<file path="config.mk">
export PLATFORM = sky130hd
export DESIGN_NAME = tx_arbiter
export DESIGN_NICKNAME = d
export VERILOG_FILES = /design/src/rtl/hrm_uart_pkg.sv /design/src/rtl/tx_arbiter.sv
export SDC_FILE = /design/constraint.sdc
export NUM_CORES = 1
export LEC_CHECK = 0
export CAP_MARGIN = 15
export CORE_ASPECT_RATIO = 0.7
export CORE_UTILIZATION = 32
export CTS_CLUSTER_SIZE = 12
export DETAILED_ROUTE_END_ITERATION = 10
export PLACE_DENSITY = 0.61
export RECOVER_POWER = 100
export SKIP_LAST_GASP = 1
export SYNTH_ARGS = -nofsm -noshare
export SYNTH_HDL_FRONTEND = slang
export SYNTH_SLANG_ARGS = --single-unit
</file>
<file path="constraint.sdc">
create_clock -name clk -period 2.46 [get_ports clk]
set_input_delay 0.492 -clock clk [delete_from_list [all_inputs] [get_ports clk]]
set_output_delay 0.492 -clock clk [all_outputs]
set_load 0.01 [all_outputs]
</file>
<file path="src/rtl/hrm_uart_pkg.sv">
// rtl/hrm_uart_pkg.sv - FSM encoding, channel indices and guard length for the UART transmit arbiter
//
// Shared by tx_arbiter:
//   tx_state_t  : arbiter FSM state encoding
//   CH_CPU      : channel index of the CPU outbox (channel 0)
//   CH_DBG      : channel index of the debug/status source (channel 1)
//   GUARD_LEN   : cycles after the write strobe during which busy is ignored
//   ch_onehot() : channel index -> one-hot grant vector

package hrm_uart_pkg;

  typedef enum logic [2:0] {
    ST_IDLE  = 3'd0,
    ST_ISSUE = 3'd1,
    ST_SEND  = 3'd2,
    ST_GUARD = 3'd3,
    ST_WAIT  = 3'd4
  } tx_state_t;

  localparam logic CH_CPU = 1'b0;
  localparam logic CH_DBG = 1'b1;

  localparam int unsigned GUARD_LEN = 1;

  function automatic logic [1:0] ch_onehot(input logic ch);
    return (ch == CH_DBG) ? 2'b10 : 2'b01;
  endfunction

endpackage

</file>
<file path="src/rtl/tx_arbiter.sv">
// rtl/tx_arbiter.sv - two-channel round-robin byte arbiter feeding a single UART transmitter
//
// Channel 0 is the CPU outbox, channel 1 a debug/status source that emits
// framed messages. Each byte is popped from its show-ahead FIFO, held in
// o_tx_data and strobed into the UART one cycle later. With LOCK_EN=1 a
// channel 1 frame, once started, is sent to its last byte before channel 0
// may interleave.
//
// Ports:
//   clk         in   system clock, rising edge
//   i_rst       in   asynchronous active-high reset
//   i_empty_n0  in   channel 0 holds at least one byte
//   i_data0     in   channel 0 head byte (show-ahead)
//   o_pop0      out  one-cycle pop of channel 0 head byte
//   i_empty_n1  in   channel 1 holds at least one byte
//   i_data1     in   channel 1 head byte (show-ahead)
//   i_last1     in   channel 1 head byte closes its frame
//   o_pop1      out  one-cycle pop of channel 1 head byte
//   i_busy_n    in   UART transmitter idle
//   o_tx_wr     out  one-cycle write strobe to the UART
//   o_tx_data   out  registered byte being sent
//   o_grant     out  one-hot owner of the current byte, 00 when idle

module tx_arbiter
  import hrm_uart_pkg::*;
#(
  parameter int DW      = 8,
  parameter int LOCK_EN = 1
) (
  input  logic          clk,
  input  logic          i_rst,
  input  logic          i_empty_n0,
  input  logic [DW-1:0] i_data0,
  output logic          o_pop0,
  input  logic          i_empty_n1,
  input  logic [DW-1:0] i_data1,
  input  logic          i_last1,
  output logic          o_pop1,
  input  logic          i_busy_n,
  output logic          o_tx_wr,
  output logic [DW-1:0] o_tx_data,
  output logic [1:0]    o_grant
);

  localparam logic [1:0] GUARD_LAST = 2'(GUARD_LEN - 1);

  tx_state_t     state_q, state_d;
  logic          sel_q, sel_d;          // channel of the byte in flight
  logic          rr_q, rr_d;            // channel served most recently
  logic          lock_q, lock_d;        // channel 1 frame in progress
  logic [DW-1:0] tx_data_q, tx_data_d;
  logic [1:0]    grant_q, grant_d;
  logic [1:0]    guard_cnt_q, guard_cnt_d;

  logic          req0;
  logic          req1;
  logic          any_req;
  logic          pick;

  // Request qualification and channel choice for the IDLE decision.
  // While locked, channel 0 is masked so an empty channel 1 stalls the
  // arbiter instead of letting channel 0 break into the frame.
  always_comb begin
    req0    = i_empty_n0 & ~lock_q;
    req1    = i_empty_n1;
    any_req = req0 | req1;
    pick    = CH_CPU;
    if (req0 && req1) begin
      pick = ~rr_q;
    end else if (req1) begin
      pick = CH_DBG;
    end
  end

  always_comb begin
    state_d     = state_q;
    sel_d       = sel_q;
    rr_d        = rr_q;
    lock_d      = lock_q;
    tx_data_d   = tx_data_q;
    grant_d     = grant_q;
    guard_cnt_d = guard_cnt_q;
    o_pop0      = 1'b0;
    o_pop1      = 1'b0;
    o_tx_wr     = 1'b0;

    case (state_q)
      ST_IDLE: begin
        // Choice, byte and grant are captured here so they are already
        // stable during the pop cycle and unaffected by later requests.
        if (i_busy_n && any_req) begin
          sel_d     = pick;
          tx_data_d = (pick == CH_DBG) ? i_data1 : i_data0;
          grant_d   = ch_onehot(pick);
          state_d   = ST_ISSUE;
        end
      end

      ST_ISSUE: begin
        // Pops are gated by the empty flags so a misbehaving source can
        // never be popped while empty.
        o_pop0 = (sel_q == CH_CPU) && i_empty_n0;
        o_pop1 = (sel_q == CH_DBG) && i_empty_n1;
        rr_d   = sel_q;
        if ((LOCK_EN != 0) && (sel_q == CH_DBG)) begin
          lock_d = ~i_last1;
        end
        state_d = ST_SEND;
      end

      ST_SEND: begin
        o_tx_wr     = 1'b1;
        guard_cnt_d = '0;
        state_d     = ST_GUARD;
      end

      ST_GUARD: begin
        // The UART only raises busy a cycle after the strobe, so busy_n
        // is not trusted until the guard has elapsed.
        if (guard_cnt_q == GUARD_LAST) begin
          state_d = ST_WAIT;
        end else begin
          guard_cnt_d = guard_cnt_q + 2'd1;
        end
      end

      ST_WAIT: begin
        if (i_busy_n) begin
          grant_d = 2'b00;
          state_d = ST_IDLE;
        end
      end

      default: begin
        state_d = ST_IDLE;
      end
    endcase
  end

  // Reset leaves rr pointing at channel 1 so channel 0 wins the first tie.
  always_ff @(posedge clk or posedge i_rst) begin
    if (i_rst) begin
      state_q     <= ST_IDLE;
      sel_q       <= CH_CPU;
      rr_q        <= CH_DBG;
      lock_q      <= 1'b0;
      tx_data_q   <= '0;
      grant_q     <= 2'b00;
      guard_cnt_q <= '0;
    end else begin
      state_q     <= state_d;
      sel_q       <= sel_d;
      rr_q        <= rr_d;
      lock_q      <= lock_d;
      tx_data_q   <= tx_data_d;
      grant_q     <= grant_d;
      guard_cnt_q <= guard_cnt_d;
    end
  end

  assign o_tx_data = tx_data_q;
  assign o_grant   = grant_q;

endmodule
</file>
## After elaboration in Yosys (flattened, before gate mapping)

Cells that the tools add are included.
Widths: inputs -> output; s select.

- Bits in registers: 18
- Output and inout port bits: 13
- Logic and storage cells: 51

- Eq/ne operators: 8
- Reductions and logical operators: 13
- Add/subtract/negate cells: 1
- Multiplexer cells: 16
- Bitwise operators: 6

Operator list:

| kind | number |
|---|---|
| $pmux 3 s5 | 1 |
| $mux 3 | 3 |
| $mux 2 | 4 |
| $mux 8 | 1 |
| $ne 2x2->1 const B | 4 |
| $pmux 2 s2 | 2 |
| $eq 3x2->1 const B | 2 |
| $reduce_and 2->1 | 3 |
| $reduce_and 3->1 | 2 |
| $mux 1 | 5 |
| $logic_and 1x1->1 | 4 |
| $not 1->1 | 4 |
| $reduce_bool 2->1 | 2 |
| $eq 3x1->1 const B | 1 |
| $eq 3x3->1 const B | 1 |
| $logic_not 3->1 | 1 |
| $add 2x1->2 const B | 1 |
| $logic_not 2->1 | 1 |
| $and 1x1->1 | 1 |
| $or 1x1->1 | 1 |

## Logic depth before layout (Yosys ltp)

Gate-level depths: netlist of run 1.

- Depth after elaboration: 7
- Mapped depth: 6
- Mapped depth without buffers: 4

## Least setup slack after synthesis of run 1

No wires, ideal clock.

- Path type: register to output
- Start point: register state_q[1]
- End point: output o_pop1
- Slack: 795 ps
- Data required time: 1968 ps
- Data arrival time: 1173 ps
- Cell stages (with the launch flop): 4
- Path buffers: 0
- Path through: dfrtp_1 -> or3b_4 -> nor2_8 -> and2_1

- Cells in the longest elaborated chain, start to end: 2

RTL lines:

| element | RTL line | source |
|---|---|---|
| start: declaration | tx_arbiter.sv:47 | `tx_state_t state_q, state_d;` |
| start signal: assignment | tx_arbiter.sv:151 | `state_q <= state_d;` |
| $eq 3x1->1 | tx_arbiter.sv:87 | `case (state_q)` |
| $mux 1 | tx_arbiter.sv:87 |  |
| end: declaration | tx_arbiter.sv:38 | `output logic o_pop1,` |

Every way passes these cells.

## Worst setup path in the final report of run 1

- Start point: register state_q[2]
- End point: output o_pop0

- Cells in the longest elaborated chain, start to end: 2

RTL lines:

| element | RTL line | source |
|---|---|---|
| $eq 3x1->1 | tx_arbiter.sv:87 |  |
| $mux 1 | tx_arbiter.sv:87 |  |
| end: declaration | tx_arbiter.sv:34 | `output logic o_pop0,` |

Every way passes these cells.

==> flow_summary.yaml, run 1 <==
outcome:
  status: "finished, final reports clean"
route:
  routed_via_density: 4.73
  wirelength_mm: 2.04
  drt_iter0_markers: 10
  routedLengthMet1_um: 939
  met3_length_um: 78
  wl_met2_mm: 1.02
  wl_per_cell_um: 12.8
  firstDrtPassIters: 4
  drc: 0
  highest_layer: "met3"
  routed-via-count: 752
  drtAntennaViolNets: 0
worst_setup_path:
  cp_max_fo: 6
  cp-startpoint: "state_q[2]$_DFFE_PP0P_"
  worst_ep_arrival_time_ns: 1.83
  path_class: "flop to primary output"
  crit_path_end: "o_pop0"
  required_ns: 1.97
  startpoint_type: "flop"
  endpoint_kind: "primary output"
  r2r-start: "lock_q$_DFFE_PP0P_"
  r2r_slack_ns: 0.75
  r2r_end: "o_tx_data[0]$_DFFE_PP0P_"
  reg2reg_depth: 4
yosys:
  syn_avg_cell_area_um2: 11.4
  ys_seq_elements: 18
  ys_seq_area_frac: 0.466
  synthArstFlopShare: 1.00
  synthTopCellsByArea: "dfrtp_1 44%, mux2i_1 8.3%, o21ai_1 4.6%"
  yosysMostFrequentCell: "dfrtp_1"
  yosysWarnings: 0
  synth_edf_count: 0
  synth_cell_type_count: 34
  syn_inst: 85
  synth_top_flop_cell: "dfrtp_1"
  syn_nets: 108
  ys_top_cells_by_count: "17 x dfrtp_1, 12 x nand2_1, 9 x o21ai_1"
  yosys.area.top_type: "dfrtp_1"
  syn_area_um2: 970
  synth_top_area_share: 0.439
sta:
  slew_headroom: 0.518
  slew_violations: 0
  fin_skew_ns: 0.00267
  rsz0062_at_grt: "false"
  hold_viol: 0
  tightest_slew_ns: 0.722
  fin_crit_ns: 2.32
  setup_viol: 0
  period_share: 0.943
  fin_ws_ns: 0.141
  fmax_mhz: 431
  whs_ns: 0.481
  setup_tns_ns: 0
global_routing:
  grt.overflow.total: 0
  antenna_found_initial: 0
  grt_pass1_vias: 743
  grt_max_degree: 20
  track_usage: 0.137
  grt_pass1_wl_mm: 3.16
power_and_ir_drop:
  seq_power_share: 0.370
  clock_power_share: 0.180
  internal-power_mw: 0.867
  power_density_nw_per_um2: 983
  combPwrFrac: 0.450
  p_sw_frac: 0.354
  power.switching_mw: 0.476
  vdd_drop_max_mv: 0.518
  p_total_mw: 1.34
  p_leak_nw: 0.618
floorplanning:
  num_rows: 16
  initial_core_util: 0.341
  fp.dieW_um: 67.8
  die-height_um: 48.1
  core_area_um2: 2840
  ioPinCount: 35
  die-area_um2: 3260
finish:
  final_nets: 147
  num-fill-cells: 282
  layout-drive-gt1-share: 0.171
  antenna_cells: 0
  syn_to_final_growth_pct: 40.9
clock_network:
  clkTransAtPathRegs_ns: 0.07
  cts_buffer_depth: 2
  cts_root_buffer: "clkbuf_8"
  hold_buffers: 0
  cts_made_buffers: 3
  clk_latency_ns: 0.25
  cts_tree: "yes"
  clock_sinks: 18
  htree_levels: 1
place:
  hpwlAfterDp_mm: 1.54
  place.gp.congestion: 0.721
  place_ws_ns: 0.244
  port_buffers: 34
flow_run:
  maxCapViolations: 0
hold_path:
  whs_path_depth: 2
  hold_class: "flop to flop"
[cells in the final DEF, fill, tap and decap left out, types with 2 or more instances in the layout]
cell type	n
a21o_1	2
dlygate4sd3_1	14
nor3_1	2
o21ai_0	10
mux2i_1	8
dfrtp_2	2
nand2_1	12
dfrtp_1	15
clkdlybuf4s50_1	19
buf_4	3
nor2_1	2
inv_1	5
clkbuf_8	4
nor3b_2	2
o21ai_1	2
[cell families after synthesis]
logic type | count (synthesis) | synth area share
AOI/OAI and AO/OA | 22 | 0.187
adders and majority gates | 1 | 0.0129
buffers and inverters | 8 | 0.0542
DFF | 18 | 0.466
muxes | 9 | 0.0942
and+or+nand+nor | 27 | 0.186
[power groups by stage]
stage | Sequential (mW) | Combinational (mW) | Clock [mW]
finish | 0.497 | 0.604 | 0.242
global route | 0.516 | 0.673 | 0.267
CTS | 0.507 | 0.689 | 0.254
detailed placement | 0.526 | 0.659 | 0
global placement | 0.517 | 0.646 | 0
floorplan | 0.543 | 0.366 | 0
[flip-flops by register name, indices dropped and copies added, names as in the netlist]
register and cells:
o_grant 2, guard_cnt_q 2, rr_q 1, lock_q 1, o_tx_data 8, sel_q 1, state_q 3
[layer usage]
metal,global-route usage,up-vias
met3,0.0524,0
met4,0.0375,0
met1,0.174,358
li1,-,376
met5,0,-
met2,0.222,18
[worst min path at each step]
stage | to | from
2_1_floorplan | guard_cnt_q[0]$_DFFE_PP0P_ | i_rst
3_3_place_gp | o_tx_data[0]$_DFFE_PP0P_ | o_tx_data[0]$_DFFE_PP0P_
3_5_place_dp | o_tx_data[6]$_DFFE_PP0P_ | o_tx_data[6]$_DFFE_PP0P_
4_1_cts | o_tx_data[6]$_DFFE_PP0P_ | o_tx_data[6]$_DFFE_PP0P_
5_1_grt | rr_q$_DFFE_PP1P_ | rr_q$_DFFE_PP1P_
6_report | o_tx_data[4]$_DFFE_PP0P_ | o_tx_data[4]$_DFFE_PP0P_
[layout make-up]
| class | count | area, um2 | area share |
|---|---|---|---|
| Sequential cell | 18 | 454 | 0.332 |
| Multi-Input combinational cell | 59 | 428 | 0.313 |
| Clock buffer | 4 | 55.1 | 0.0403 |
| Inverter | 5 | 18.8 | 0.0137 |
| Timing Repair Buffer | 37 | 365 | 0.267 |
| Tap cell | 36 | 45.0 | 0.0330 |
[metrics by stage]
step                      utilization  cells  cell area [um2]
after floorplan                     -     85              970
after global placement          0.470    154             1340
after detailed placement        0.470    154             1340
after CTS                       0.493    159             1400
after global routing            0.481    159             1370
final                           0.481    159             1370
[timing repair]
item / CTS / global route
endpoints found under the hold margin: 0 / 0
setup buffers: 1 / 0
pin swaps: 0 / 0
resized for setup: 1 / 2
setup endpoints to repair: 1 / 1
[worst max-delay path, stage by stage (launching register included)]
cell and delay (ns):
dfrtp_2 0.44, or3b_4 0.41, nor3b_2 0.18, clkdlybuf4s50_1 0.55
No activity file was read; power rests on OpenSTA's default activity.
==> run 2: changes to the inputs <==
--- a/config.mk
+++ b/config.mk
@@ -8,9 +8,9 @@
 export CAP_MARGIN = 15
 export CORE_ASPECT_RATIO = 0.7
 export CORE_UTILIZATION = 32
-export CTS_CLUSTER_SIZE = 12
+export CTS_CLUSTER_SIZE = 20
 export DETAILED_ROUTE_END_ITERATION = 10
-export PLACE_DENSITY = 0.61
+export PLACE_DENSITY = 0.68
 export RECOVER_POWER = 100
 export SKIP_LAST_GASP = 1
 export SYNTH_ARGS = -nofsm -noshare
==> run 2 against run 1 <==
- clock skew is 0.0020 ns higher
- final area is 0.55% lower
- combinational power is 3% lower
- fmax is 5.4% higher
- cell count is 0.63% lower
- die area stayed put
- non-clock buffer count is 1 lower
- hold slack worse by 0.011 ns
- routed wire length is 8.7% lower
- setup slack better by 0.12 ns
- clock power is 15% lower
- count of clock-buffer cells in the layout stayed put
==> flow_summary.yaml, run 2 (same netlist as run 1, synthesis figures left out) <==
outcome:
  status: "finished, final reports clean"
clock_network:
  clk_latency_ns: 0.25
  cts_buffer_depth: 2
  hold_buffers: 0
  cts_tree: "yes"
  clkTransAtPathRegs_ns: 0.07
  htree_levels: 1
  cts_root_buffer: "clkbuf_8"
  clock_sinks: 18
  cts_made_buffers: 3
worst_setup_path:
  r2r_slack_ns: 0.69
  startpoint_type: "flop"
  required_ns: 1.97
  r2r-start: "lock_q$_DFFE_PP0P_"
  worst_ep_arrival_time_ns: 1.71
  critical-path-top-delay-family: "buffers and inverters"
  r2r_end: "o_tx_data[2]$_DFFE_PP0P_"
  critPathMaxStageDelay_ns: 0.61
  cp_max_fo: 6
  slowest_stage: "dlygate4sd3_1"
  path_buf_inv: 2
  path_class: "flop to primary output"
  reg2reg_depth: 4
  crit_chain: "inv_1 > nand2_1 > nor2_1 > dlygate4sd3_1"
  endpoint_kind: "primary output"
route:
  met3_length_um: 156
  drtAntennaViolNets: 0
  drc: 0
  highest_layer: "met4"
  routed_via_density: 4.82
  wl_per_cell_um: 11.8
  wl_met2_um: 889
  drt_iter0_markers: 12
  routedLengthMet1_um: 807
  wirelength_mm: 1.86
  routed-via-count: 761
  firstDrtPassIters: 4
floorplanning:
  core_area_um2: 2840
  die-area_um2: 3260
  die-height_um: 48.1
  num_rows: 16
  fp.dieW_um: 67.8
  ioPinCount: 35
  initial_core_util: 0.341
sta:
  slew_violations: 0
  slew_headroom: 0.473
  hold_viol: 0
  fin_skew_ns: 0.00471
  period_share: 0.894
  rsz0062_at_grt: "false"
  fmax_mhz: 455
  fin_crit_ns: 2.20
  whs_ns: 0.470
  tightest_slew_ns: 0.791
  setup_tns_ns: 0
  setup_viol: 0
finish:
  antenna_cells: 0
  final_common_cell: "clkdlybuf4s50_1"
  largest_register_ffs: 8
  layout-drive-gt1-share: 0.156
  final_cell_mix: "18 x clkdlybuf4s50_1, 17 x dfrtp_1, 14 x dlygate4sd3_1, 12 x nand2_1, 9 x o21ai_0"
  syn_to_final_growth_pct: 40.1
  fin_cells: 158
  final_cell_area_um2: 1360
  num-fill-cells: 265
  final_nets: 146
global_routing:
  grt_max_degree: 20
  grt_pass1_wl_mm: 3.19
  grt.overflow.total: 0
  antenna_found_initial: 0
  track_usage: 0.137
  grt_pass1_vias: 754
flow_run:
  maxCapViolations: 0
power_and_ir_drop:
  p_leak_nw: 0.648
  p_sw_frac: 0.365
  power_density_nw_per_um2: 955
  power.switching_mw: 0.474
  p_total_mw: 1.30
  vdd_drop_max_mv: 0.399
  seq_power_share: 0.390
  clock_power_share: 0.159
  internal-power_mw: 0.824
  combPwrFrac: 0.451
hold_path:
  min_from: "o_tx_data[0]$_DFFE_PP0P_"
  hold_class: "flop to flop"
  holdPathEnd: "o_tx_data[0]$_DFFE_PP0P_"
  whs_path_depth: 2
place:
  placed_area_um2: 1340
  dpl.cell_count: 154
  port_buffers: 34
  hpwlAfterDp_mm: 1.42
  place.gp.congestion: 0.776
==> run 2: cell count changes in the layout (fill, tap and decap cells not counted), sizes merged <==
cell / change
buf: -1
clkdlybuf4s50: -1
dlymetal6s2s: +1
==> run 2: final cells by class <==
| type | count | area, um2 | share of cell area |
|---|---|---|---|
| clock buffers | 4 | 45.0 | 0.0331 |
| repair buffers | 36 | 360 | 0.265 |
| multi-input cells | 59 | 438 | 0.322 |
| well taps | 36 | 45.0 | 0.0331 |
| inverters | 5 | 18.8 | 0.0138 |
| flip-flops and latches | 18 | 452 | 0.332 |
==> run 2: through the flow <==
stage	setup WS [ns]	utilization
after floorplan	0.795	-
after global placement	0.294	0.470
after detailed placement	0.270	0.470
after CTS	0.0138	0.486
after global routing	0.144	0.478
final	0.260	0.478
==> run 2: what timing repair did <==
action | in CTS | in global routing
endpoints found under the setup margin | 1 | 2
resized for setup | 1 | 2
buffers inserted | 0 | 0
cloned | 0 | 0
==> run 2: power by group through the flow <==
stage / Sequential [mW] / Combinational [mW] / Clock [mW]
2_1_floorplan: 0.543 / 0.366 / 0
3_3_place_gp: 0.516 / 0.644 / 0
3_5_place_dp: 0.521 / 0.657 / 0
4_1_cts: 0.519 / 0.660 / 0.216
5_1_grt: 0.526 / 0.650 / 0.231
6_report: 0.506 / 0.585 / 0.206
==> run 2: worst max-delay path by stage <==
stage / from / end / cells after the start
detailed placement: state_q[1]$_DFFE_PP0P_ / o_pop1 / 4
global placement: state_q[1]$_DFFE_PP0P_ / o_pop1 / 4
floorplan: state_q[1]$_DFFE_PP0P_ / o_pop1 / 3
finish: state_q[2]$_DFFE_PP0P_ / o_tx_wr / 4
CTS: state_q[1]$_DFFE_PP0P_ / o_pop1 / 4
global route: i_empty_n0 / o_tx_data[7]$_DFFE_PP0P_ / 5
==> run 2: layer usage <==
layer	track usage	vias to the layer above
met3	0.0619	2
met5	0	-
met2	0.234	29
met4	0.0417	0
li1	-	374
met1	0.159	356
==> run 2: tightest hold or removal path, cell delays in order (launching register included) <==
cell and delay, ns:
dfrtp_1 0.34, nand2_1 0.04, o21ai_0 0.05
==> run 3: changes to the inputs <==
--- a/config.mk
+++ b/config.mk
@@ -12,6 +12,7 @@
 export DETAILED_ROUTE_END_ITERATION = 10
 export PLACE_DENSITY = 0.68
 export RECOVER_POWER = 100
+export SETUP_SLACK_MARGIN = 0.2
 export SKIP_LAST_GASP = 1
 export SYNTH_ARGS = -nofsm -noshare
 export SYNTH_HDL_FRONTEND = slang
==> run 3 against run 2 <==
- cell count increased by 1.3%
- power grew 1.6%
- flip-flop and latch count stayed put
- hold slack barely moved
- critical path type unchanged
- critical endpoint unchanged
- highest routed layer unchanged
==> flow_summary.yaml, run 3 (same netlist as run 1, synthesis figures left out) <==
outcome:
  status: "finished, final reports clean"
worst_setup_path:
  slowest_stage: "clkdlybuf4s50_1"
  endpoint_kind: "primary output"
  required_ns: 1.97
  startpoint_type: "flop"
  r2r_slack_ns: 0.69
  worst_ep_arrival_time_ns: 1.73
  critPathMaxStageDelay_ns: 0.54
  crit_chain: "clkbuf_1 > inv_1 > nand2_1 > nor2_1 > clkdlybuf4s50_1"
  cp_max_fo: 5
  path_class: "flop to primary output"
clock_network:
  clk_latency_ns: 0.25
  clock_sinks: 18
  hold_buffers: 0
  htree_levels: 1
  cts_root_buffer: "clkbuf_8"
  clkTransAtPathRegs_ns: 0.06
  cts_tree: "yes"
  cts_made_buffers: 3
  cts_buffer_depth: 2
place:
  port_buffers: 34
  place_ws_ns: 0.270
  hpwlAfterDp_mm: 1.42
  place.gp.congestion: 0.776
  dpl.cell_count: 154
global_routing:
  grt_pass1_vias: 771
  grt_pass1_wl_mm: 3.22
  grt_max_degree: 20
  grt.overflow.total: 0
  track_usage: 0.139
  antenna_found_initial: 0
finish:
  antenna_cells: 0
  syn_to_final_growth_pct: 40.1
  final_nets: 148
  fin_cells: 160
  multiInputGateArea_um2: 433
  largest_register_ffs: 8
  num-fill-cells: 266
  fin_util: 0.478
  layout-drive-gt1-share: 0.161
  final_cell_mix: "19 x clkdlybuf4s50_1, 16 x dfrtp_1, 13 x dlygate4sd3_1, 12 x nand2_1, 9 x o21ai_0"
  final_common_cell: "clkdlybuf4s50_1"
  area.sequential_um2: 453
power_and_ir_drop:
  vdd_drop_max_mv: 0.396
  power_density_nw_per_um2: 971
  p_leak_nw: 0.623
sta:
  slew_violations: 0
  slew_headroom: 0.460
  rsz0062_at_grt: "false"
  period_share: 0.903
  hold_viol: 0
  fin_ws_ns: 0.239
  fin_crit_ns: 2.22
  fin_skew_ns: 0.00374
  setup_tns_ns: 0
  tightest_slew_ns: 0.810
  setup_viol: 0
  fmax_mhz: 450
floorplanning:
  num_rows: 16
  fp.dieW_um: 67.8
  ioPinCount: 35
  core_area_um2: 2840
  initial_core_util: 0.341
  die-height_um: 48.1
  die-area_um2: 3260
route:
  firstDrtPassIters: 4
  routed-via-count: 767
  drc: 0
  routed_via_density: 4.79
  wl_per_cell_um: 11.8
  wirelength_mm: 1.89
  drt_iter0_markers: 6
  drtAntennaViolNets: 0
flow_run:
  maxCapViolations: 0
hold_path:
  hold_class: "flop to flop"
run 3: final timing paths:
check                      cells past startpoint                       end                startpoint
hold reg to reg                                2  o_tx_data[0]$_DFFE_PP0P_  o_tx_data[0]$_DFFE_PP0P_
setup reg to reg                               4  o_tx_data[2]$_DFFE_PP0P_        lock_q$_DFFE_PP0P_
hold / removal                                 2  o_tx_data[0]$_DFFE_PP0P_  o_tx_data[0]$_DFFE_PP0P_
min in group asynchronous                      2  o_tx_data[0]$_DFFE_PP0P_                     i_rst
max in group asynchronous                      2    state_q[1]$_DFFE_PP0P_                     i_rst
setup / recovery                               5                   o_tx_wr    state_q[2]$_DFFE_PP0P_
run 3: power by group:
part	total, mW	switching, mW	internal [mW]
combinational	0.628	0.325	0.303
sequential	0.486	0.0632	0.423
clock	0.206	0.0907	0.115
total	1.32	0.479	0.840
run 3: final cells by class:
| cell class | instances | share of cell area |
|---|---|---|
| sequential | 18 | 0.333 |
| multi-input combinational | 59 | 0.319 |
| timing repair buffer | 38 | 0.268 |
| clock buffer | 4 | 0.0331 |
| tap | 36 | 0.0331 |
| inverter | 5 | 0.0138 |
run 3: per-layer routing:
| layer | routed length, um | track usage |
|---|---|---|
| met3 | 161 | 0.0619 |
| met4 | 11 | 0.0417 |
| met1 | 819 | 0.159 |
| met2 | 899 | 0.240 |
| met5 | 0 | 0 |
run 3: critical path: cells and delay by family, from the launching register on:
kind / cells / cell delay [ns]
buffers and inverters: 3 / 0.83
and+or+nand+nor: 2 / 0.26
DFF: 1 / 0.38
run 3: what timing repair did:
action,4_1_cts,5_1_grt
setup buffers,2,0
endpoints found under the setup margin,2,0
gates resized for setup,3,0
run 3: per-stage QoR:
stage | power (mW) | instance area, um2 | hold WS, ns
floorplan | 0.909 | 970 | 0.430
global placement | 1.16 | 1340 | 0.470
detailed placement | 1.18 | 1340 | 0.476
CTS | 1.42 | 1400 | 0.491
global route | 1.43 | 1360 | 0.502
finish | 1.32 | 1360 | 0.470
